--- config.mk ---
export PLATFORM = sky130hd
export DESIGN_NAME = exc_ctrl
export DESIGN_NICKNAME = d
export VERILOG_FILES = /design/src/rtl/mips_exc_pkg.sv /design/src/rtl/exc_prio_enc.sv /design/src/rtl/exc_ctrl.sv
export SDC_FILE = /design/constraint.sdc
export NUM_CORES = 1
export LEC_CHECK = 0
export BUFFER_PORTS_ARGS = -buffer_cell sky130_fd_sc_hd__buf_4
export CORE_MARGIN = 4
export CORE_UTILIZATION = 47
export CTS_BUF_LIST = sky130_fd_sc_hd__clkbuf_8
export DETAILED_ROUTE_END_ITERATION = 10
export PLACE_DENSITY_LB_ADDON = 0.2
export SYNTH_ARGS = -nofsm -noshare
export SYNTH_HDL_FRONTEND = slang
export SYNTH_SLANG_ARGS = --single-unit
--- constraint.sdc ---
create_clock -name clk -period 2.5 [get_ports clk]
set_input_delay 0.25 -clock clk [delete_from_list [all_inputs] [get_ports clk]]
set_output_delay 0.25 -clock clk [all_outputs]
set_load 0.01 [all_outputs]
--- src/rtl/mips_exc_pkg.sv ---
// Shared definitions for the exception commit path: ExcCodes, flag bit positions, FSM states.
// Latency: n/a (types and constants only).
// Backpressure: n/a.
package mips_exc_pkg;

  // Cause.ExcCode values
  localparam logic [4:0] EXC_INT  = 5'd0;
  localparam logic [4:0] EXC_MOD  = 5'd1;
  localparam logic [4:0] EXC_TLBL = 5'd2;
  localparam logic [4:0] EXC_TLBS = 5'd3;
  localparam logic [4:0] EXC_ADEL = 5'd4;
  localparam logic [4:0] EXC_ADES = 5'd5;
  localparam logic [4:0] EXC_SYS  = 5'd8;
  localparam logic [4:0] EXC_BP   = 5'd9;
  localparam logic [4:0] EXC_RI   = 5'd10;
  localparam logic [4:0] EXC_OV   = 5'd12;

  // Bit positions inside m_exc; a higher index means a higher priority
  localparam int EXC_FLAG_W   = 9;
  localparam int BIT_ADEL_IF  = 8;
  localparam int BIT_TLBL_IF  = 7;
  localparam int BIT_RI       = 6;
  localparam int BIT_OV       = 5;
  localparam int BIT_SYS      = 4;
  localparam int BIT_BP       = 3;
  localparam int BIT_ADEL_D   = 2;
  localparam int BIT_ADES_D   = 1;
  localparam int BIT_TLB_D    = 0;

  localparam logic [31:0] EXC_VECTOR_DEF = 32'hBFC0_0380;

  // Source of the BadVAddr value for the winning exception
  typedef enum logic [1:0] {
    BVA_NONE = 2'd0,
    BVA_PC   = 2'd1,
    BVA_DATA = 2'd2
  } bva_sel_t;

  typedef enum logic [1:0] {
    S_IDLE  = 2'd0,
    S_EXC   = 2'd1,
    S_ERET  = 2'd2,
    S_REDIR = 2'd3
  } exc_state_t;

endpackage

--- src/rtl/exc_prio_enc.sv ---
// Priority encoder: exception flags plus pending interrupt -> ExcCode, BadVAddr source, hit.
// Latency: combinational.
// Backpressure: none.
// Ports: exc (flag vector, bit8 highest), int_pend, tlb_store (TLBS vs TLBL for tlb_d)
//        -> hit, exccode, bva_sel.
module exc_prio_enc
  import mips_exc_pkg::*;
(
  input  logic [EXC_FLAG_W-1:0] exc,
  input  logic                  int_pend,
  input  logic                  tlb_store,
  output logic                  hit,
  output logic [4:0]            exccode,
  output bva_sel_t              bva_sel
);

  always_comb begin
    hit     = 1'b1;
    exccode = EXC_INT;
    bva_sel = BVA_NONE;
    if (int_pend) begin
      exccode = EXC_INT;
    end else if (exc[BIT_ADEL_IF]) begin
      exccode = EXC_ADEL;
      bva_sel = BVA_PC;
    end else if (exc[BIT_TLBL_IF]) begin
      exccode = EXC_TLBL;
      bva_sel = BVA_PC;
    end else if (exc[BIT_RI]) begin
      exccode = EXC_RI;
    end else if (exc[BIT_OV]) begin
      exccode = EXC_OV;
    end else if (exc[BIT_SYS]) begin
      exccode = EXC_SYS;
    end else if (exc[BIT_BP]) begin
      exccode = EXC_BP;
    end else if (exc[BIT_ADEL_D]) begin
      exccode = EXC_ADEL;
      bva_sel = BVA_DATA;
    end else if (exc[BIT_ADES_D]) begin
      exccode = EXC_ADES;
      bva_sel = BVA_DATA;
    end else if (exc[BIT_TLB_D]) begin
      exccode = tlb_store ? EXC_TLBS : EXC_TLBL;
      bva_sel = BVA_DATA;
    end else begin
      hit = 1'b0;
    end
  end

endmodule

--- src/rtl/exc_ctrl.sv ---
// Exception/interrupt commit controller: turns a committing instruction's exception, pending
// interrupt or ERET into a cp0 update / EXL clear, a pipeline flush and a fetch redirect.
// Latency: commit at N -> cp0 strobe + flush at N+1 -> redirect_valid from N+2.
// Backpressure: redirect_valid/redirect_pc held until redirect_ready; commits ignored meanwhile.
// Ports: clk, rst (async active-low); m_* memory-stage commit info; cp0_has_int/cp0_epc from cp0;
//        w_cp0_* exception write port to cp0; cp0_cls_exl; flush; redirect valid/ready/pc.
module exc_ctrl
  import mips_exc_pkg::*;
#(
  parameter logic [31:0] EXC_VECTOR = EXC_VECTOR_DEF,
  parameter int          FLAG_W     = EXC_FLAG_W
) (
  input  logic              clk,
  input  logic              rst,
  input  logic              m_valid,
  input  logic              m_stall,
  input  logic [31:0]       m_pc,
  input  logic              m_in_ds,
  input  logic [FLAG_W-1:0] m_exc,
  input  logic              m_tlb_store,
  input  logic [31:0]       m_badvaddr,
  input  logic              m_eret,
  input  logic              cp0_has_int,
  input  logic [31:0]       cp0_epc,
  output logic              w_cp0_update_ena,
  output logic [4:0]        w_cp0_exccode,
  output logic              w_cp0_bd,
  output logic              w_cp0_exl,
  output logic [31:0]       w_cp0_epc,
  output logic              w_cp0_badvaddr_ena,
  output logic [31:0]       w_cp0_badvaddr,
  output logic              cp0_cls_exl,
  output logic              flush,
  output logic              redirect_valid,
  output logic [31:0]       redirect_pc,
  input  logic              redirect_ready
);

  exc_state_t state, state_nxt;
  logic       int_pend;
  logic       commit;
  logic       take_exc;
  logic       hit;
  logic [4:0] enc_exccode;
  bva_sel_t   enc_bva_sel;

  exc_prio_enc u_prio (
    .exc       (m_exc),
    .int_pend  (int_pend),
    .tlb_store (m_tlb_store),
    .hit       (hit),
    .exccode   (enc_exccode),
    .bva_sel   (enc_bva_sel)
  );

  // Only IDLE accepts commits; anything arriving while flushing is a squashed instruction.
  assign commit   = m_valid & ~m_stall & (state == S_IDLE);
  assign take_exc = commit & hit;

  always_ff @(posedge clk or negedge rst) begin
    if (!rst) state <= S_IDLE;
    else      state <= state_nxt;
  end

  always_comb begin
    state_nxt = state;
    case (state)
      S_IDLE: begin
        if (take_exc)            state_nxt = S_EXC;
        else if (commit & m_eret) state_nxt = S_ERET;
      end
      S_EXC:   state_nxt = S_REDIR;
      S_ERET:  state_nxt = S_REDIR;
      S_REDIR: if (redirect_ready) state_nxt = S_IDLE;
      default: state_nxt = S_IDLE;
    endcase
  end

  // Outputs are flops keyed off the next state so each is valid for exactly the state it belongs to.
  always_ff @(posedge clk or negedge rst) begin
    if (!rst) begin
      int_pend           <= 1'b0;
      w_cp0_update_ena   <= 1'b0;
      w_cp0_exccode      <= '0;
      w_cp0_bd           <= 1'b0;
      w_cp0_exl          <= 1'b0;
      w_cp0_epc          <= '0;
      w_cp0_badvaddr_ena <= 1'b0;
      w_cp0_badvaddr     <= '0;
      cp0_cls_exl        <= 1'b0;
      flush              <= 1'b0;
      redirect_valid     <= 1'b0;
      redirect_pc        <= '0;
    end else begin
      int_pend           <= cp0_has_int;
      w_cp0_update_ena   <= take_exc;
      w_cp0_exl          <= take_exc;
      w_cp0_badvaddr_ena <= take_exc & (enc_bva_sel != BVA_NONE);
      cp0_cls_exl        <= (state_nxt == S_ERET);
      flush              <= (state_nxt == S_EXC) | (state_nxt == S_ERET);
      redirect_valid     <= (state_nxt == S_REDIR);

      if (take_exc) begin
        w_cp0_exccode <= enc_exccode;
        w_cp0_bd      <= m_in_ds;
        // Delay-slot faults restart at the branch so it re-executes; wraps at zero.
        w_cp0_epc     <= m_in_ds ? (m_pc - 32'd4) : m_pc;
        if (enc_bva_sel == BVA_PC)        w_cp0_badvaddr <= m_pc;
        else if (enc_bva_sel == BVA_DATA) w_cp0_badvaddr <= m_badvaddr;
      end

      // EPC is read in the ERET cycle, not at commit, so an mtc0 EPC just ahead of the eret is seen.
      if (state == S_EXC)       redirect_pc <= EXC_VECTOR;
      else if (state == S_ERET) redirect_pc <= cp0_epc;
    end
  end

endmodule
==> results of run 1 <==
[power by group through the flow]
stage	sequential, mW	clock [mW]	combinational (mW)
6_report	3.09	0.980	3.63
5_1_grt	3.20	1.10	4.00
4_1_cts	3.09	1.01	3.69
3_5_place_dp	3.12	0	3.68
3_3_place_gp	3.09	0	3.56
2_1_floorplan	3.46	0	1.38
[layer usage]
metal,up-vias,GRT usage,part of all wire,wire [um]
li1,2159,-,-,-
met1,2125,0.264,0.41,5470
met2,150,0.361,0.50,6710
met3,14,0.0609,0.077,1030
met4,0,0.0560,0.013,172
met5,-,0,0,0
[flip-flops by register name, summed over array words and instances, names as in the netlist]
| signal | cells |
|---|---|
| cp0_cls_exl | 1 |
| state | 2 |
| w_cp0_badvaddr | 32 |
| flush | 1 |
| redirect_pc | 32 |
| int_pend | 1 |
| w_cp0_epc | 32 |
| w_cp0_bd | 1 |
| redirect_valid | 1 |
| w_cp0_exl | 1 |
| w_cp0_exccode | 4 |
| w_cp0_badvaddr_ena | 1 |
[worst max-delay path, delay by kind of cell (launching register included)]
kind                     cells  cell delay [ps]
AND/OR/NAND/NOR              2             1110
flip-flops                   1              430
adder cells (fa/ha/maj)      1              310
AO/OA/AOI/OAI                1              130
buffers and inverters        1              100
[layout by cell type (no fill, tap or decap), types with 3 or more instances in the layout]
cell,count
clkbuf_8,10
nand3b_1,5
buf_12,3
nand3_1,6
nand2_1,71
a21oi_1,35
nor2b_1,3
nor2_1,46
ha_1,7
dfrtp_1,109
inv_1,27
xor2_1,20
nand4b_1,4
clkinv_2,3
mux2i_1,32
nor3_1,9
xnor2_1,9
o21ai_0,52
or3_1,8
buf_4,227
o22a_1,12
[area by class of cell]
class	count	share of cell area
Sequential cell	109	0.385
Multi-Input combinational cell	347	0.300
Timing Repair Buffer	232	0.252
Tap cell	136	0.0240
Clock buffer	10	0.0194
Inverter	28	0.0148
Clock inverter	6	0.00547
[repair_timing]
action,4_1_cts,5_1_grt
hold buffers,2,0
endpoints found under the setup margin,0,0
buffers inserted,0,0
hold endpoints to repair,17,0
[logic make-up after synthesis]
kind of cell | synth area share
simple gates | 0.156
compound gates | 0.128
flops | 0.538
buf+inv | 0.0446
mux | 0.0631
xor+xnor | 0.0501
fa+ha+maj | 0.0197
other cells | 0.000739
[metrics by stage]
step	utilization	hold WS [ps]	std cells	setup WS [ps]
global placement	0.662	134	850	408
CTS	0.681	65.0	868	344
floorplan	-	-45.6	513	288
finish	0.681	79.6	868	338
global route	0.681	57.9	868	112
detailed placement	0.662	136	850	359
[final timing paths]
check	depth (start not counted)	startpoint	slack [ps]	end
worst max-delay path	5	state[0]	340	redirect_pc[1]
worst min-delay path	3	cp0_epc[12]	80	redirect_pc[12]
worst max register to register	5	state[0]	340	redirect_pc[1]
worst min register to register	2	w_cp0_epc[30]	490	w_cp0_epc[30]
max in group asynchronous	3	rst	1440	w_cp0_badvaddr[13]
min in group asynchronous	2	rst	290	redirect_pc[4]
==> results.md, run 1 <==
* DP HPWL at 10.3 mm
* WP data required at 2780 ps
* Net Count, Synth at 635
* Register bit total from synthesis at 109
* Fmax at 463 MHz
* Max clock buf depth at 2
* Unique masters post-synth at 40
* Area grow syn2layout at 39.8%
* Setup TNS at 0 ps
* Seq/Total Area, Yosys at 0.538
* Mapped Area at 0.00507 mm2
* Worst setup EP type: flip-flop
* DRT antenna net count at 0
* Fin. max-slew vios at 0
* Routed vias/inst at 5.12
* Crit path max fanout at 19
* Synth async-reset ratio at 1.00
* Mapped Cells at 513
* Biggest area consumer among synthesized cells: dfrtp_1
* Max Cap Viol at 0
* Synth Area per Inst at 9.89 um2
* GRT Total Usage at 0.211
* Part of the power in the clock network at 0.127
* Shortest period the worst path allows at 2160 ps
* Post-synth top area share at 0.538
* CORE AREA at 0.0104 mm2
* Maximum number of pins on one net before global-route repair at 54
* RSZ-0062 raised after global routing: false
* VDD IR max at 0.000626 V
* Slew HR at 0.146
* Final setup vio count at 0
* Number of fillers in the final layout at 853
* CTS root buffer: clkbuf_8
* Main synth FF type: dfrtp_1
* Cell Area, Placed at 0.00690 mm2
* Area contributors post-synth: dfrtp_1 54%, mux2i_1 6.3%, nand2_1 5.3%
* GPL Wtd Cong at 0.813
* Die H at 112 um
* Initial antenna violation count at 0
* Slowest-stage cell, CP: nor2b_1
* Multi-input gate area at 0.00213 mm2
* First-pass DRT Iterations at 4
* Count leader, synth: dfrtp_1
* Number of CTS-inserted buffers at 9
* Clk_skew at 6.14 ps
* Via count at 4448
* Pwr/cell area at 1090 mW/mm2
* First-pass GRT wire length at 21.8 mm
* Grt ovf at 0
* CP max stage delay at 990 ps
* CTS tree: yes
* Status: completed
* Critical Path, Cell by Cell: inv_1 > ha_1 > nor2b_1 > nand2_1 > o21ai_0
* PostCTS Resize Cnt at 0
* Initial core utilization at 0.487
* Final Cell Area at 0.00709 mm2
* Num ports at 222
* Reg power frac at 0.401
* Worst setup SP type: flip-flop
* Sw Share at 0.378
* Fin nets at 849
* P_int at 4.78 mW
* Inserted Diodes at 0
* Logic gate share of total power at 0.472
* Num rows at 37
* Final hold vios at 0
* Drt drc at 0
* Share of cells above drive strength 1 at 0.350
* Kind of critical path: reg -> reg
* Post-Route WL at 13.4 mm
* Worst skew pair latency at 360 ps
* Clock transition at path regs at 100 ps
* Critical Path AT at 2450 ps
* Tcrit/Tclk final at 0.865
* Full die area at 0.0125 mm2
* Htree depth at 3
* Initial DRC Count at 195
* Routed len/inst at 15.4 um
* Power Total at 7.69 mW
* Static leakage at 3.44 nW
* Sequential standard cell area at 0.00273 mm2
* Buffers on Ports at 220
* Die width at 112 um
* NetSw at 2.91 mW
* Clock Sink Count at 109
* EDFF count, synth at 0
* Hold WC Path Type: in -> reg
* Commonest cells post-synth: 109 x dfrtp_1, 71 x nand2_1, 52 x o21ai_0, 47 x nor2_1, 35 x a21oi_1
* Number of global-route vias before repair at 4444
* Worst-margin pin slew at 1280 ps
* Syn. warnings at 0
Note: power is estimated with default switching activity, not from simulation.
==> run 2: changes to the inputs <==
- GPL_ROUTABILITY_DRIVEN: default -> 0
- RECOVER_POWER: default -> 50
==> results.md, run 2 (synthesized netlist as in run 1, its figures left out) <==
* Share of cells above drive strength 1 at 0.277
* Crit path max fanout at 19
* Static leakage at 3.24 nW
* Post-Route WL at 13.4 mm
* VDD IR max at 0.000596 V
* Flop-to-flop setup slack at 340 ps
* Status: completed
* Routed vias/inst at 5.12
* Min-delay src: cp0_epc[12]
* Final setup vio count at 0
* Fin nets at 849
* Clk_skew at 6.79 ps
* Multi-input gate area at 0.00213 mm2
* Initial DRC Count at 199
* Grt ovf at 0
* Worst skew pair latency at 360 ps
* Initial antenna violation count at 0
* Slew HR at 0.149
* Hold WC Path Type: in -> reg
* Pwr/cell area at 1070 mW/mm2
* Number of CTS-inserted buffers at 9
* Part of the power in the clock network at 0.133
* Commonest non-fill, non-tap cell in the layout: buf_4
* Number of fillers in the final layout at 916
* Worst setup SP type: flip-flop
* Die width at 112 um
* Critical R2R Launch: state[0]
* Finished Layout Cells at 868
* RSZ-0062 raised after global routing: false
* GRT Total Usage at 0.211
* Inserted Diodes at 0
* CTS root buffer: clkbuf_8
* Worst-margin pin slew at 1270 ps
* Fin. max-slew vios at 0
* Dpl cells at 850
* Full die area at 0.0125 mm2
* Tcrit/Tclk final at 0.862
* CTS tree: yes
* First-pass DRT Iterations at 5
* Via count at 4441
* Setup TNS at 0 ps
* First-pass GRT wire length at 21.8 mm
* DP HPWL at 10.3 mm
* Reg2reg end: redirect_pc[1]
* Num rows at 37
* Htree depth at 3
* NetSw at 2.91 mW
* CORE AREA at 0.0104 mm2
* Hold buffer count at CTS at 2
* Fmax at 464 MHz
* Power Total at 7.38 mW
* Critical Path AT at 2440 ps
* Initial core utilization at 0.487
* DRT antenna net count at 0
* Shortest period the worst path allows at 2160 ps
* Buffers on Ports at 220
* Cell Area, Placed at 0.00690 mm2
* Logic gate share of total power at 0.450
* Worst setup EP type: flip-flop
* Final hold vios at 0
* PostCTS Resize Cnt at 0
* P_int at 4.47 mW
* Die H at 112 um
* Number of global-route vias before repair at 4444
* Commonest cells after routing, fill and taps aside: 172 x buf_4, 109 x dfrtp_1, 71 x nand2_1, 53 x clkbuf_1, 52 x o21ai_0
* Sequential standard cell area at 0.00273 mm2
* Registers with the most flip-flops: redirect_pc (32), w_cp0_badvaddr (32), w_cp0_epc (32)
* Hold Path End: redirect_pc[12]
* Routed len/inst at 15.4 um
* Sw Share at 0.394
* Worst Reg2Reg Path Length in Cells at 5
* Maximum number of pins on one net before global-route repair at 54
* Num ports at 222
* Setup Fix Bufs, Post-CTS at 0
* Clock transition at path regs at 100 ps
* Worst hold stages at 3
* WP data required at 2780 ps
* Max Cap Viol at 0
* Max clock buf depth at 2
* Reg power frac at 0.417
* Area grow syn2layout at 35.6%
* Clock Sink Count at 109
* Final Cell Area at 0.00688 mm2
* Kind of critical path: reg -> reg
* Drt drc at 0
* Final core utilization at 0.660
## run 2: cell types whose count changed in the layout (fill, tap and decap cells not counted)
cell,previous run,this run
buf_4,227,172
clkbuf_1,0,53
clkbuf_4,0,2
buf_12,3,2
clkbuf_2,0,1
## run 2: worst max path at each step
stage / from / endpoint / cells after the start
4_1_cts: state[0] / redirect_pc[1] / 5
3_5_place_dp: m_exc[6] / w_cp0_badvaddr[22] / 8
6_report: state[0] / redirect_pc[1] / 5
2_1_floorplan: int_pend / w_cp0_badvaddr[10] / 7
3_3_place_gp: m_exc[6] / w_cp0_badvaddr[0] / 8
5_1_grt: state[0] / redirect_pc[13] / 5
## run 2: routing by layer
metal  GRT usage  share of wire
met5           0              0
met4      0.0560          0.013
met3      0.0609          0.074
met2       0.361           0.50
met1       0.264           0.41
## run 2: cell type report
| cell class | instances | share of cell area |
|---|---|---|
| inverters | 28 | 0.0153 |
| clock buffers | 10 | 0.0200 |
| well taps | 136 | 0.0247 |
| clock inverters | 6 | 0.00564 |
| multi-input cells | 347 | 0.309 |
| flip-flops and latches | 109 | 0.397 |
| repair buffers | 232 | 0.228 |
## run 2: stage by stage
step	hold slack (ps)	setup WS, ps
floorplan	-45.6	288
global placement	134	408
detailed placement	136	359
CTS	65.0	344
global route	57.9	112
finish	81.8	344
## run 2: worst max-delay path, cell delays in order, from the launching register on
cell     delay (ps)
dfrtp_1         420
inv_1            90
ha_1            310
nor2b_1         990
nand2_1         120
o21ai_0         130
## run 2: power by group through the flow
stage	Clock [mW]	Combinational [mW]	Sequential (mW)
finish	0.979	3.32	3.08
global route	1.10	3.69	3.20
CTS	1.01	3.69	3.09
detailed placement	0	3.68	3.12
global placement	0	3.56	3.09
floorplan	0	1.38	3.46
==> run 3: changes to the inputs <==
- BUFFER_PORTS_ARGS: -buffer_cell sky130_fd_sc_hd__buf_4 -> default
- CORE_UTILIZATION: 47 -> 25
- DONT_BUFFER_PORTS: default -> 1
- SYNTH_HIERARCHICAL: default -> 1
==> results.md, run 3 <==
* Status: finished with violations
* Failing checks: hold timing
* Mapped Area at 0.00526 mm2
* Mapped Cells at 547
* Share of cells above drive strength 1 at 0.0630
* CTS tree: yes
* Maximum number of pins on one net before global-route repair at 111
* Shortest period the worst path allows at 2090 ps
* Htree depth at 3
* Full die area at 0.0234 mm2
* Buffers on Ports at 0
* Number of global-route vias before repair at 4156
* Synth Area per Inst at 9.62 um2
* Seq/Total Area, Yosys at 0.523
* PostCTS Resize Cnt at 0
* Worst setup SP type: flip-flop
* Commonest cells after routing, fill and taps aside: 110 x dfrtp_1, 80 x nor2_1, 58 x nand2_1, 49 x a21oi_1
* Routed vias/inst at 4.62
* Post-synth top area share at 0.523
* Final core utilization at 0.296
* Num rows at 52
* Setup TNS at 0 ps
* GRT Total Usage at 0.130
* CORE AREA at 0.0205 mm2
* Clock Sink Count at 110
* Count leader, synth: dfrtp_1
* Final setup vio count at 0
* Synth async-reset ratio at 1.00
* WP data required at 2770 ps
* Clk_skew at 14.0 ps
* Fin. max-slew vios at 0
* Routed len/inst at 18.3 um
* Slew HR at 0.355
* Initial core utilization at 0.257
* Setup Fix Bufs, Post-CTS at 0
* Critical Path AT at 2370 ps
* Clock transition at path regs at 120 ps
* Max Cap Viol at 0
* DP HPWL at 11.3 mm
* Biggest area consumer among synthesized cells: dfrtp_1
* Drt drc at 0
* Area contributors post-synth: dfrtp_1 52%, mux2i_1 6.1%, nor2_1 5.7%
* Initial DRC Count at 186
* First-pass DRT Iterations at 4
* Pwr/cell area at 1100 mW/mm2
* DRT antenna net count at 0
* Fin nets at 689
* Die width at 153 um
* Static leakage at 2.57 nW
* Commonest cells post-synth: 110 x dfrtp_1, 80 x nor2_1, 59 x nand2_1, 49 x a21oi_1, 32 x mux2i_1
* First-pass GRT wire length at 24.1 mm
* Via count at 3884
* Worst-margin pin slew at 967 ps
* Main synth FF type: dfrtp_1
* Number of CTS-inserted buffers at 9
* Kind of critical path: reg -> reg
* Unique masters post-synth at 46
* Post-Route WL at 15.4 mm
* Grt ovf at 0
* Area grow syn2layout at 15.4%
* Max clock buf depth at 2
* CTS root buffer: clkbuf_8
* EDFF count, synth at 0
* Net Count, Synth at 670
* Worst skew pair latency at 390 ps
* Tcrit/Tclk final at 0.837
* Initial antenna violation count at 0
* Commonest non-fill, non-tap cell in the layout: dfrtp_1
* Num ports at 222
* Fmax at 478 MHz
* Die H at 153 um
* Inserted Diodes at 0
* Hold buffer count at CTS at 32
* Register bit total from synthesis at 110
* Registers with the most flip-flops: redirect_pc (32), w_cp0_badvaddr (32), w_cp0_epc (32)
* Worst setup EP type: flip-flop
* Hold slack at -464 ps
* VDD IR max at 0.000540 V
* Syn. warnings at 6
* Crit path max fanout at 6
* Final hold vios at 110
* RSZ-0062 raised after global routing: false
* Hold WC Path Type: in -> async
run 3: cell count changes after synthesis, moves of 3 or more:
cell      delta
a21oi_1     +14
buf_1        +8
buf_2        -3
clkbuf_1     -3
nand2_1     -12
nand3b_1    +18
nand4_1      +3
nor2_1      +33
nor3_1       -5
o21ai_0     -22
o21ai_1     +15
o22a_1      -12
or3_1        -6
xnor2_1      -3
run 3: layout make-up:
| class | instances | area [um2] |
|---|---|---|
| multi-input cells | 377 | 2270 |
| clock buffers | 9 | 124 |
| clock inverters | 7 | 87.6 |
| repair buffers | 39 | 385 |
| fillers | 2166 | 14400 |
| flip-flops and latches | 110 | 2750 |
| inverters | 29 | 109 |
| well taps | 270 | 338 |
run 3: final timing paths:
kind                             startpoint            endpoint  slack, ps  cells after the start
max                                state[0]               flush        410                      7
min                                     rst      redirect_pc[9]       -460                      0
min in group clk                cp0_epc[29]     redirect_pc[29]         30                      2
max reg2reg                        state[0]               flush        410                      7
max in group asynchronous               rst  w_cp0_badvaddr_ena       2800                      0
min reg2reg                w_cp0_exccode[0]    w_cp0_exccode[0]        570                      2
run 3: power breakdown:
part	leakage, nW	switching [mW]	internal [mW]
clock network	0.108	0.710	0.490
logic	1.15	1.07	0.731
registers	1.32	1.07	2.62
total	2.57	2.85	3.84
run 3: cells by family (layout without fill, tap and decap cells):
logic type	after synthesis	after routing	synth area share
compound gates	105	105	0.107
xor+xnor	28	28	0.0466
fa+ha+maj	9	9	0.0214
buf+inv	60	84	0.0457
flops	110	110	0.523
mux	32	32	0.0609
other cells	1	1	0.000713
simple gates	202	202	0.194
run 3: layer usage:
layer	wire length [um]	GRT usage
met3	1250	0.0458
met4	385	0.0475
met1	6160	0.157
met2	7570	0.215
met5	0	0
run 3: through the flow:
| stage | std cells | setup WS (ps) | hold slack, ps | area, um2 | power [mW] |
|---|---|---|---|---|---|
| 2_1_floorplan | 547 | 468 | -45.6 | 5260 | 4.91 |
| 3_3_place_gp | 793 | 527 | -42.8 | 5540 | 5.42 |
| 3_5_place_dp | 793 | 487 | -42.4 | 5540 | 5.54 |
| 4_1_cts | 841 | 440 | -502 | 6070 | 6.81 |
| 5_1_grt | 841 | 281 | -511 | 6070 | 7.25 |
| 6_report | 841 | 408 | -464 | 6070 | 6.69 |
run 3: worst max-delay path, cell delays in order, from the launching register on:
cell	delay, ps
dfrtp_1	440
inv_1	90
ha_1	200
and3b_1	230
nand2_2	160
a21oi_1	80
o21ai_0	430
ha_1	330
